File: config.mk
export PLATFORM = sky130hd
export DESIGN_NAME = fifo_sync_prog
export DESIGN_NICKNAME = d
export VERILOG_FILES = /design/src/rtl/fifo_pkg.sv /design/src/rtl/fifo_regfile.sv /design/src/rtl/fifo_sync_prog.sv
export SDC_FILE = /design/constraint.sdc
export NUM_CORES = 1
export LEC_CHECK = 0
export ABC_AREA = 1
export BUFFER_PORTS_ARGS = -buffer_cell sky130_fd_sc_hd__clkbuf_2
export CORE_ASPECT_RATIO = 0.8
export CORE_UTILIZATION = 29
export CTS_CLUSTER_DIAMETER = 30
export DETAILED_ROUTE_END_ITERATION = 8
export PLACE_DENSITY = 0.46
export SYNTH_ARGS = -nofsm -noshare
export SYNTH_HDL_FRONTEND = slang
export SYNTH_SLANG_ARGS = --single-unit
File: constraint.sdc
create_clock -name clk -period 4.8 [get_ports clk]
set_input_delay 0 -clock clk [delete_from_list [all_inputs] [get_ports clk]]
set_output_delay 0 -clock clk [all_outputs]
set_load 0.1 [all_outputs]
File: src/rtl/fifo_pkg.sv
// ============================================================================
// fifo_pkg : shared types, default sizes and pointer-width helper for the FIFO
// Revision : 1.0  initial release
// ============================================================================
`default_nettype none

package fifo_pkg;

  typedef enum logic {
    FIFO_REG  = 1'b0,
    FIFO_FWFT = 1'b1
  } fifo_mode_e;

  localparam int c_default_width = 8;
  localparam int c_default_depth = 16;

  // One extra MSB lets equal indices distinguish full from empty
  function automatic int ptr_width(input int depth);
    return $clog2(depth) + 1;
  endfunction

endpackage : fifo_pkg

`default_nettype wire

File: src/rtl/fifo_regfile.sv
// ============================================================================
// fifo_regfile : DEPTH x WIDTH flop array, synchronous write, async read port
// Revision     : 1.0  initial release
// ============================================================================
`default_nettype none

module fifo_regfile #(
  parameter int DATA_WIDTH = 8,
  parameter int DEPTH      = 16,
  parameter int AW         = 4
) (
  input  logic                  clk,
  input  logic                  we,
  input  logic [AW-1:0]         waddr,
  input  logic [DATA_WIDTH-1:0] wdata,
  input  logic [AW-1:0]         raddr,
  output logic [DATA_WIDTH-1:0] rdata
);

  logic [DATA_WIDTH-1:0] r_mem [DEPTH];

  // Contents are deliberately not reset; control logic tracks validity
  always_ff @(posedge clk) begin
    if (we) begin
      r_mem[waddr] <= wdata;
    end
  end

  assign rdata = r_mem[raddr];

endmodule : fifo_regfile

`default_nettype wire

File: src/rtl/fifo_sync_prog.sv
// ============================================================================
// fifo_sync_prog : single-clock FIFO, registered or FWFT read, programmable
//                  almost-full/empty, occupancy, flush and sticky errors
// Revision       : 1.0  initial release
// ============================================================================
`default_nettype none

module fifo_sync_prog
  import fifo_pkg::*;
#(
  parameter int DATA_WIDTH = c_default_width,
  parameter int FIFO_DEPTH = c_default_depth,
  parameter int FWFT       = 0
) (
  input  logic                              clk,
  input  logic                              reset,
  input  logic                              flush,
  input  logic                              wen,
  input  logic [DATA_WIDTH-1:0]             wdata,
  input  logic                              ren,
  output logic [DATA_WIDTH-1:0]             rdata,
  output logic                              rvalid,
  output logic                              fifo_full,
  output logic                              fifo_empty,
  output logic [$clog2(FIFO_DEPTH):0]       fifo_count,
  output logic [$clog2(FIFO_DEPTH):0]       fifo_space,
  input  logic [$clog2(FIFO_DEPTH):0]       af_thresh,
  input  logic [$clog2(FIFO_DEPTH):0]       ae_thresh,
  output logic                              almost_full,
  output logic                              almost_empty,
  input  logic                              err_clr,
  output logic                              overflow,
  output logic                              underflow
);

  localparam int             AW      = $clog2(FIFO_DEPTH);
  localparam int             c_pw    = ptr_width(FIFO_DEPTH);
  localparam logic [c_pw-1:0] c_depth = c_pw'(FIFO_DEPTH);
  localparam fifo_mode_e     c_mode  = (FWFT != 0) ? FIFO_FWFT : FIFO_REG;

  logic [c_pw-1:0]       r_wr_ptr;
  logic [c_pw-1:0]       r_rd_ptr;
  logic [c_pw-1:0]       r_count;
  logic [c_pw-1:0]       r_space;
  logic                  r_full;
  logic                  r_empty;
  logic                  r_overflow;
  logic                  r_underflow;

  logic                  w_wr_acc;
  logic                  w_rd_acc;
  logic                  w_ovf_set;
  logic                  w_unf_set;
  logic [c_pw-1:0]       w_count_nxt;
  logic [DATA_WIDTH-1:0] w_mem_rdata;

  // Flush masks both requests, so a flushed cycle neither moves data nor flags errors
  assign w_wr_acc  = wen && !r_full  && !flush;
  assign w_rd_acc  = ren && !r_empty && !flush;
  assign w_ovf_set = wen &&  r_full  && !flush;
  assign w_unf_set = ren &&  r_empty && !flush;

  always_comb begin
    w_count_nxt = r_count;
    if (w_wr_acc && !w_rd_acc) begin
      w_count_nxt = r_count + c_pw'(1);
    end else if (w_rd_acc && !w_wr_acc) begin
      w_count_nxt = r_count - c_pw'(1);
    end
  end

  always_ff @(posedge clk) begin
    if (reset) begin
      r_wr_ptr <= '0;
      r_rd_ptr <= '0;
      r_count  <= '0;
      r_space  <= c_depth;
      r_full   <= 1'b0;
      r_empty  <= 1'b1;
    end else if (flush) begin
      r_wr_ptr <= '0;
      r_rd_ptr <= '0;
      r_count  <= '0;
      r_space  <= c_depth;
      r_full   <= 1'b0;
      r_empty  <= 1'b1;
    end else begin
      if (w_wr_acc) begin
        r_wr_ptr <= r_wr_ptr + c_pw'(1);
      end
      if (w_rd_acc) begin
        r_rd_ptr <= r_rd_ptr + c_pw'(1);
      end
      r_count <= w_count_nxt;
      r_space <= c_depth - w_count_nxt;
      r_full  <= (w_count_nxt == c_depth);
      r_empty <= (w_count_nxt == '0);
    end
  end

  // Sticky errors: a new offence in the same cycle as err_clr keeps the flag set
  always_ff @(posedge clk) begin
    if (reset) begin
      r_overflow  <= 1'b0;
      r_underflow <= 1'b0;
    end else begin
      r_overflow  <= w_ovf_set || (r_overflow  && !err_clr);
      r_underflow <= w_unf_set || (r_underflow && !err_clr);
    end
  end

  fifo_regfile #(
    .DATA_WIDTH (DATA_WIDTH),
    .DEPTH      (FIFO_DEPTH),
    .AW         (AW)
  ) u_regfile (
    .clk   (clk),
    .we    (w_wr_acc),
    .waddr (r_wr_ptr[AW-1:0]),
    .wdata (wdata),
    .raddr (r_rd_ptr[AW-1:0]),
    .rdata (w_mem_rdata)
  );

  generate
    if (c_mode == FIFO_FWFT) begin : g_fwft
      assign rdata  = w_mem_rdata;
      assign rvalid = !r_empty;
    end else begin : g_reg
      logic [DATA_WIDTH-1:0] r_rdata;
      logic                  r_rvalid;

      always_ff @(posedge clk) begin
        if (reset) begin
          r_rdata  <= '0;
          r_rvalid <= 1'b0;
        end else begin
          r_rvalid <= w_rd_acc;
          if (w_rd_acc) begin
            r_rdata <= w_mem_rdata;
          end
        end
      end

      assign rdata  = r_rdata;
      assign rvalid = r_rvalid;
    end
  endgenerate

  assign fifo_full    = r_full;
  assign fifo_empty   = r_empty;
  assign fifo_count   = r_count;
  assign fifo_space   = r_space;
  assign almost_full  = (af_thresh != '0) && (r_count >= af_thresh);
  assign almost_empty = (r_count <= ae_thresh);
  assign overflow     = r_overflow;
  assign underflow    = r_underflow;

endmodule : fifo_sync_prog

`default_nettype wire

==> impl.org, run 1 <==
** Run status
- The run finished with clean final reports.

** Global route
- The number of global-route vias before repair came to 4734.
- Entering global routing, the biggest net connects 55 pins.
- The initial antenna violation count came to 1.
- Total gr overflow :: 0
- For this run, global-route usage on met3 was measured as 0.0329.
- For met1 alone, demand over resource in global routing was 0.226.
- Met2 usage in global routing :: 0.232
- Global-route wire length before repair :: 28200 um
- Most used routing layer in global routing :: met2
- For this run, the total global-route usage over all layers was measured as 0.155.

** Pwr
- For this design the static power due to leakage is 3.14 nW.
- Power density of the placed cells :: 372 nW/um2
- Total power consumption of the routed design :: 3.03 mW
- Max IR drop VDD :: 0.234 mV

** Placed design
- Port buffering added 48 buffers.
- At the end of routability-driven placement, the weighted congestion stood at 0.771.
- Post-DP HPWL :: 11900 um

** Job
- The tool flagged a number of max-cap violations equal to 0.

** Yosys
- Counting flops with an async set or reset pin after synthesis yields a share of 0.
- Synthesized flop and latch total :: 158
- Synthesis produced a netlist with a net count of 726.
- Area fraction of the dominant cell type after synthesis :: 0.551
- Summed over all instances, the cell type with the most area after synthesis is edfxtp_1.
- By area the synthesized netlist is led by edfxtp_1 55%, dfxtp_1 8.6%, nor2_1 6.1%, nand2_1 5.5%, nand3_1 4.8%.
- Share of the yosys chip area belonging to registers :: 0.637
- Summing every instance area after synthesis gives 6980 um2.
- Number of enable-type register cells in the synthesized netlist :: 128
- Synthesis produced a netlist whose cell count is 682.
- Yosys mapped the design onto 29 distinct sky130hd cell types.
- Dominant synthesized flop cell :: edfxtp_1
- For this run, the number of Yosys warnings is 0.
- Synthesized area per cell :: 10.2 um2

** Timing
- Min Clock Period, post-route :: 2.25 ns
- Final period utilization :: 0.468
- Maximum clock rate :: 445 MHz
- The number of max-slew violations in the final report was 0.
- Between clock sinks in the finished design, the worst skew comes to 0.0104 ns.
- Setup total negative slack on the finished layout was measured at 0 ns.
- Setup repair after global routing left no endpoint under its margin.
- Final-report setup violation count :: 0
- The final count of hold timing violations came to 0.
- At the pin with the least slew margin, the transition time is 1.03 ns.
- Headroom to the max-slew limit came out at 0.310.

** Floorplanning
- The floorplan step set the die height to 141 um.
- Top-level I/O count :: 49
- Die area :: 24700 um2
- Die X-Extent :: 175 um
- Number of placement rows :: 50
- For this configuration, the core starts out at a cell density of 0.297.
- The floorplan step defined a core boundary enclosing 23500 um2.

** Routing
- Number of nets still failing antenna checks after routing :: 0
- Wires add up to 18100 um.
- In the final routed layout, each cell accounts on average for 17.1 um.
- Number of vias after detailed routing :: 4791
- The first detailed-routing pass ran for 5 iterations.
- In the routed design, unresolved DRC markers number 0.
- Initial detailed-routing violation count :: 376
- After detailed routing, the number of vias per cell comes to 4.54.

** Final layout
- Relative to the synthesized area, the layout overhead comes to 16.8%.
- Ratio of cells with drive above 1 in the final layout :: 0.136
- Fillers :: 2405
- The repair_antennas step left the layout with diodes totalling 0.
- Nets@finish :: 775

** Clock tree
- The root buffer cell chosen for the clock tree is clkbuf_16.
- The tree built by TritonCTS fans out to 158 sinks.
- Clock latency of the later-clocked register in the worst-skew pair :: 0.42 ns
- Number of buffers on the longest clock path :: 2
- Max H-tree Level :: 4
- The number of gates resized after CTS was 0.
- Number of buffers created by CTS :: 17
- After clock tree synthesis, the clock-pin slew on the worst setup and hold paths is 0.06 ns.
- TritonCTS clock tree :: done

** Worst setup path
- Cell with the most instances on the worst path :: nand3_1
- Type of destination of the critical path :: flip-flop
- Sort of element at the start of the critical path :: flip-flop
- The critical path starts at r_rd_ptr[0].
- Walking the worst path, the cells encountered are inv_2 -> nor2_1 -> nor2_1 -> o21ai_0 -> nand3_1 -> nand3_1 -> nand3_1 -> nand2_1 -> inv_1.
- Flop-to-flop setup slack :: 2.55 ns
- Slowest cell delay on critical path :: 0.70 ns
- Of all nets on the critical path, the largest fanout is 50.
- Highest-delay cell along the critical path :: dfxtp_2
- Worst reg2reg path depth :: 9
- The endpoint identified for the worst register-to-register timing path is rdata[6].
- Worst reg2reg path startpoint :: r_rd_ptr[0]
- Data on the critical path is required at its endpoint by 5.12 ns.
- The worst setup path is of the flip-flop to flip-flop kind.
- Arrival time at the worst endpoint :: 2.57 ns

** Worst hold path
- Number of stages on the worst hold path :: 4
- The worst hold path begins at reset.
- The min-delay analysis places its worst path in the category input pin to flip-flop.
- The worst hold path terminates at rdata[2].
-- worst max path at each step --
stage / cells after the start / endpoint / slack, ns
6_report: 9 / rdata[6] / 2.55
5_1_grt: 9 / rdata[1] / 2.32
4_1_cts: 7 / rdata[2] / 2.53
3_5_place_dp: 7 / rdata[2] / 2.54
3_3_place_gp: 7 / rdata[2] / 2.58
2_1_floorplan: 4 / almost_empty / 1.04
-- state kept, by name, indices dropped and copies added (netlist names), 4 cells and up --
signal / flops
r_rd_ptr: 4
fifo_count: 5
rdata: 8
r_wr_ptr: 4
fifo_space: 4
u_regfile.r_mem: 128
-- metal layers --
metal  vias up  wire, um
met3         9       725
met1      2293      9400
met2        84      7820
met5         -         0
met4         0       115
li1       2405         -
-- power breakdown --
group          internal, mW  switching [mW]  leakage (nW)  total, mW
Combinational        0.0456           0.146          1.46      0.192
Clock                 0.808           0.532         0.281       1.34
Sequential             1.49         0.00879          1.40       1.50
-- cell usage in the layout (no fill, tap or decap), types with 4 or more instances in the layout --
cell / n
nand2_2: 4
inv_1: 67
nand3_1: 67
nand2_1: 103
clkbuf_2: 48
a21oi_1: 28
o21ai_0: 47
inv_2: 6
nand4_1: 4
edfxtp_1: 128
nor2_1: 113
clkbuf_16: 17
o21ai_1: 4
o211ai_1: 13
buf_4: 4
ha_1: 20
clkinv_1: 6
dlygate4sd3_1: 7
dfxtp_1: 29
-- through the flow --
| stage | instances | util | area (um2) | hold slack (ns) | setup slack (ns) |
|---|---|---|---|---|---|
| floorplan | 682 | - | 6980 | 0.0989 | 1.04 |
| global placement | 1017 | 0.319 | 7500 | 0.275 | 2.58 |
| detailed placement | 1017 | 0.319 | 7500 | 0.278 | 2.54 |
| CTS | 1056 | 0.347 | 8150 | 0.0452 | 2.53 |
| global route | 1056 | 0.347 | 8150 | 0.0795 | 2.32 |
| finish | 1056 | 0.347 | 8150 | 0.0513 | 2.55 |
-- critical path, delay by kind of cell (launching register included) --
kind	cells	cell delay, ns
flip-flops	1	0.70
AND/OR/NAND/NOR	6	0.77
AO/OA/AOI/OAI	1	0.08
buffers and inverters	2	0.56
-- synthesized netlist by cell type, types with 4 or more instances --
library cell and number:
a21oi_1 28, buf_2 16, clkbuf_1 11, dfxtp_1 30, edfxtp_1 128, ha_1 20, inv_1 67, inv_2 6
nand2_1 103, nand2_2 4, nand3_1 67, nand4_1 4, nor2_1 113, o211ai_1 13, o21ai_0 47, o21ai_1 4
-- cells by family (layout without fill, tap and decap cells) --
kind of cell             Yosys count  count (layout)  share of synthesized area
XOR/XNOR                           2               2                    0.00251
AND/OR/NAND/NOR                  303             303                      0.188
buffers and inverters            103             165                     0.0593
AO/OA/AOI/OAI                     96              96                     0.0771
adder cells (fa/ha/maj)           20              20                     0.0359
flip-flops                       158             158                      0.637
-- repair_timing --
item	4_1_cts	5_1_grt
hold endpoints to repair	6	0
setup buffers	0	0
hold buffers	7	0
-- area by class of cell --
class                   count  area [um2]  area share
well taps                 312         390      0.0479
clock buffers              18         429      0.0526
clock inverters            14         149      0.0183
multi-input cells         421        2120       0.260
flip-flops and latches    158        4450       0.545
repair buffers             59         340      0.0417
inverters                  74         278      0.0341
No activity file was read; power rests on OpenSTA's default activity.
==> inputs of run 2 (changes only) <==
--- a/config.mk
+++ b/config.mk
@@ -11,7 +11,7 @@
 export CORE_UTILIZATION = 29
 export CTS_CLUSTER_DIAMETER = 30
 export DETAILED_ROUTE_END_ITERATION = 8
-export PLACE_DENSITY = 0.46
+export PLACE_DENSITY = 0.48
 export SYNTH_ARGS = -nofsm -noshare
 export SYNTH_HDL_FRONTEND = slang
 export SYNTH_SLANG_ARGS = --single-unit
==> constraint.sdc (replaced) <==
create_clock -name clk -period 1.9 [get_ports clk]
set_input_delay 0 -clock clk [delete_from_list [all_inputs] [get_ports clk]]
set_output_delay 0 -clock clk [all_outputs]
set_load 0.1 [all_outputs]
==> impl.org, run 2 (same netlist as run 1, synthesis figures left out) <==
** Pwr
- Switching pwr :: 1.77 mW (+160%)
- Share of total power in combinational logic :: 0.069 (+0.006)
- The power density over the cells is 919 nW/um2 (+150%).
- The leakage power summed over all cells is 3.32 nW (+5.6%).
- Share of total power consumed by net switching :: 0.225 (-0.00132)
- The post-layout total power was 7.88 mW (+160%).
- Power share of the clock group :: 0.451 (+0.009)
- The worst ir drop on vdd is 0.476 mV (+100%).
- Power Internal :: 6.10 mW (+160%)
- The sequential share of power came to 0.480 (-0.015).

** Final layout
- The final standard cell area without fillers was 8570 um2 (+5.1%).
- The count of fill cells added during filler insertion came to 2405 (unchanged).
- The final design utilization was 0.364 (+0.0178).
- The share of layout cells above drive strength 1 was 0.198 (+0.0622).
- Antenna Cells :: 0 (unchanged)
- Most used cells in the layout excluding fill and tap cells :: 128 x edfxtp_1, 112 x nor2_1, 103 x nand2_1
- Number of flip-flops under the largest register name :: 128 (unchanged)
- Ranked by flip-flop count, first place goes to u_regfile.r_mem.
- Area Overhead vs Synth :: 22.8%
- Most common cell after layout, fill and taps aside :: edfxtp_1
- The net count of the finished layout was 804 (+3.7%).

** Global route
- Number of global-route vias before repair :: 4856 (+2.6%)
- Number of antenna violations at the first check in global routing :: 0 (-1)
- The total congestion overflow after global routing came to 0 (unchanged).
- Global-route wire length before repair :: 27800 um (-1.2%)
- Pin count of the biggest net entering global routing :: 63 (+15%)
- GR Util All Layers :: 0.152 (-0.00270)

** Routing
- DRT Wirelength :: 18000 um (-0.36%)
- The remaining routing DRC violations is 0 (unchanged).
- Number of nets still failing antenna checks after routing :: 0 (unchanged)
- The via density per instance came to 4.56 (+0.50%).
- The post-detailed-route wirelength per cell was 16.6 um (-3.0%).
- The count of routing violations after the opening detailed-route iteration is 380 (+1.1%).
- Number of search-and-repair iterations in the first detailed-routing pass :: 5 (unchanged)
- Number of vias after detailed routing :: 4947 (+3.3%)

** Floorplanning
- The horizontal die dimension came to 175 um (unchanged).
- Overall die height :: 141 um (unchanged)
- The starting utilization of the core area was 0.297 (unchanged).
- Number of placement rows :: 50 (unchanged)
- Total core area :: 23500 um2 (unchanged)
- Top-level I/O count :: 49 (unchanged)
- The area of the die came to 24700 um2 (unchanged).

** Clock tree
- Number of buffers created by CTS :: 17 (unchanged)
- Reg clk slew, reported paths :: 0.06 ns (about the same)
- The deepest clock path buffer count was 2 (unchanged).
- Number of clock sinks :: 158 (unchanged)
- Clock root cell :: clkbuf_16
- TritonCTS clock tree :: done
- The level count of the clock H-tree is 4 (unchanged).
- The clock insertion delay at the later pin of the skew report was 0.42 ns (about the same).

** Timing
- Final-report setup violation count :: 0 (unchanged)
- Worst Slack Setup Final :: 0.0846 ns (-2.47 ns)
- Final Hold Fails :: 0 (unchanged)
- Min Clock Period, post-route :: 1.82 ns
- Post-Route Skew :: 0.0132 ns (+0.00280 ns)
- Final period utilization :: 0.955
- Hold WS :: 0.0569 ns (+0.00556 ns)
- The number of max-slew violations in the final report came to 0 (unchanged).
- Relative slew slack :: 0.618 (+0.309)
- Timing would allow up to 551 MHz.
- Transition time at the pin with the least slew margin :: 0.575 ns (-0.457 ns)
- Setup repair after global routing missed its margin :: false

** Worst hold path
- The tightest min-delay check is of the input pin to flip-flop type.

** Worst setup path
- Crit path max fanout :: 5 (-90%)
- The worst register-to-register path begins at fifo_count[0].
- Type of destination of the critical path :: output pin
- The critical path required time came to 1.90 ns (-3.22 ns).
- The data arrival at the endpoint of the critical path is 1.82 ns (-0.75 ns).
- The critical path is of the flip-flop to output pin type.
- Flop-to-flop setup slack :: 0.14 ns (-2.41 ns)
- Sort of element at the start of the critical path :: flip-flop
- Timing startpoint of the critical path :: fifo_count[4]
- End point of the critical path :: almost_empty
- Worst reg2reg path depth :: 12 (+3)
- Endpoint of the most critical register-to-register path :: fifo_empty

** Placed design
- The number of buffer cells added on primary ports was 48 (unchanged).
- Post-placement cell area :: 7800 um2 (+4.0%)
- Global placement routability congestion :: 0.783 (+1.5%)
- The estimated wirelength of the detail-placed design was 11900 um (+0.19%).
- Setup WS pre-CTS :: 0.122 ns (-2.42 ns)

** Run status
- The flow ran to the end, and the final reports show no timing, DRC or antenna violations.

** Job
- Count of max-cap constraint violations :: 0 (unchanged)
[run 2: cell types whose count changed in the layout (fill, tap and decap cells not counted), sizes merged]
| cell | delta |
|---|---|
| clkinv | -5 |
| bufinv | +1 |
| clkbuf | +1 |
| clkinvlp | +1 |
| dlygate4sd3 | -1 |
| buf | +32 |
[run 2: how the worst min path moves through the flow]
stage / from / endpoint / slack, ns / depth (start not counted)
finish: wdata[6] / u_regfile.r_mem[10][6] / 0.06 / 1
global placement: err_clr / underflow / 0.28 / 4
detailed placement: err_clr / overflow / 0.28 / 4
CTS: flush / fifo_space[4] / 0.05 / 4
floorplan: wdata[0] / u_regfile.r_mem[0][0] / 0.1 / 0
global route: wdata[6] / u_regfile.r_mem[10][6] / 0.06 / 1
[run 2: power groups by stage]
stage / registers (mW) / clock network, mW / logic, mW
2_1_floorplan: 3.97 / 0 / 0.225
3_3_place_gp: 3.85 / 0 / 0.522
3_5_place_dp: 3.85 / 0 / 0.520
4_1_cts: 3.78 / 3.64 / 0.535
5_1_grt: 3.78 / 3.76 / 0.588
6_report: 3.78 / 3.55 / 0.542
[run 2: through the flow]
step	std cells	TNS, ns
6_report	1085	0
5_1_grt	1085	0
4_1_cts	1082	0
3_5_place_dp	1044	0
3_3_place_gp	1044	0
2_1_floorplan	682	-0.00658
[run 2: final cells by class]
type | instances | area [um2] | area share
Timing Repair Buffer | 88 | 601 | 0.0701
Sequential cell | 158 | 4470 | 0.521
Tap cell | 312 | 390 | 0.0455
Inverter | 74 | 280 | 0.0327
Clock buffer | 21 | 440 | 0.0514
Multi-Input combinational cell | 421 | 2230 | 0.260
Clock inverter | 11 | 165 | 0.0193
[run 2: what timing repair did]
action                                  CTS  global route
endpoints found under the hold margin     9             0
pin swaps                                 0             2
endpoints found under the setup margin    2             5
gates resized for setup                   6             8
hold buffers                              6             0
setup buffers                             0             3
[run 2: worst max-delay path, stage by stage (launching register included)]
cell,delay (ns)
dfxtp_2,0.37
ha_1,0.34
a21oi_1,0.22
o221ai_2,0.16
o21ai_4,0.09
buf_8,0.21
[run 2: per-layer routing]
layer / up-vias / global-route usage / wire (um)
met1: 2376 / 0.216 / 9180
met4: 0 / 0.0613 / 297
met2: 82 / 0.235 / 8030
met3: 21 / 0.0213 / 490
li1: 2468 / - / -
met5: - / 0 / 0
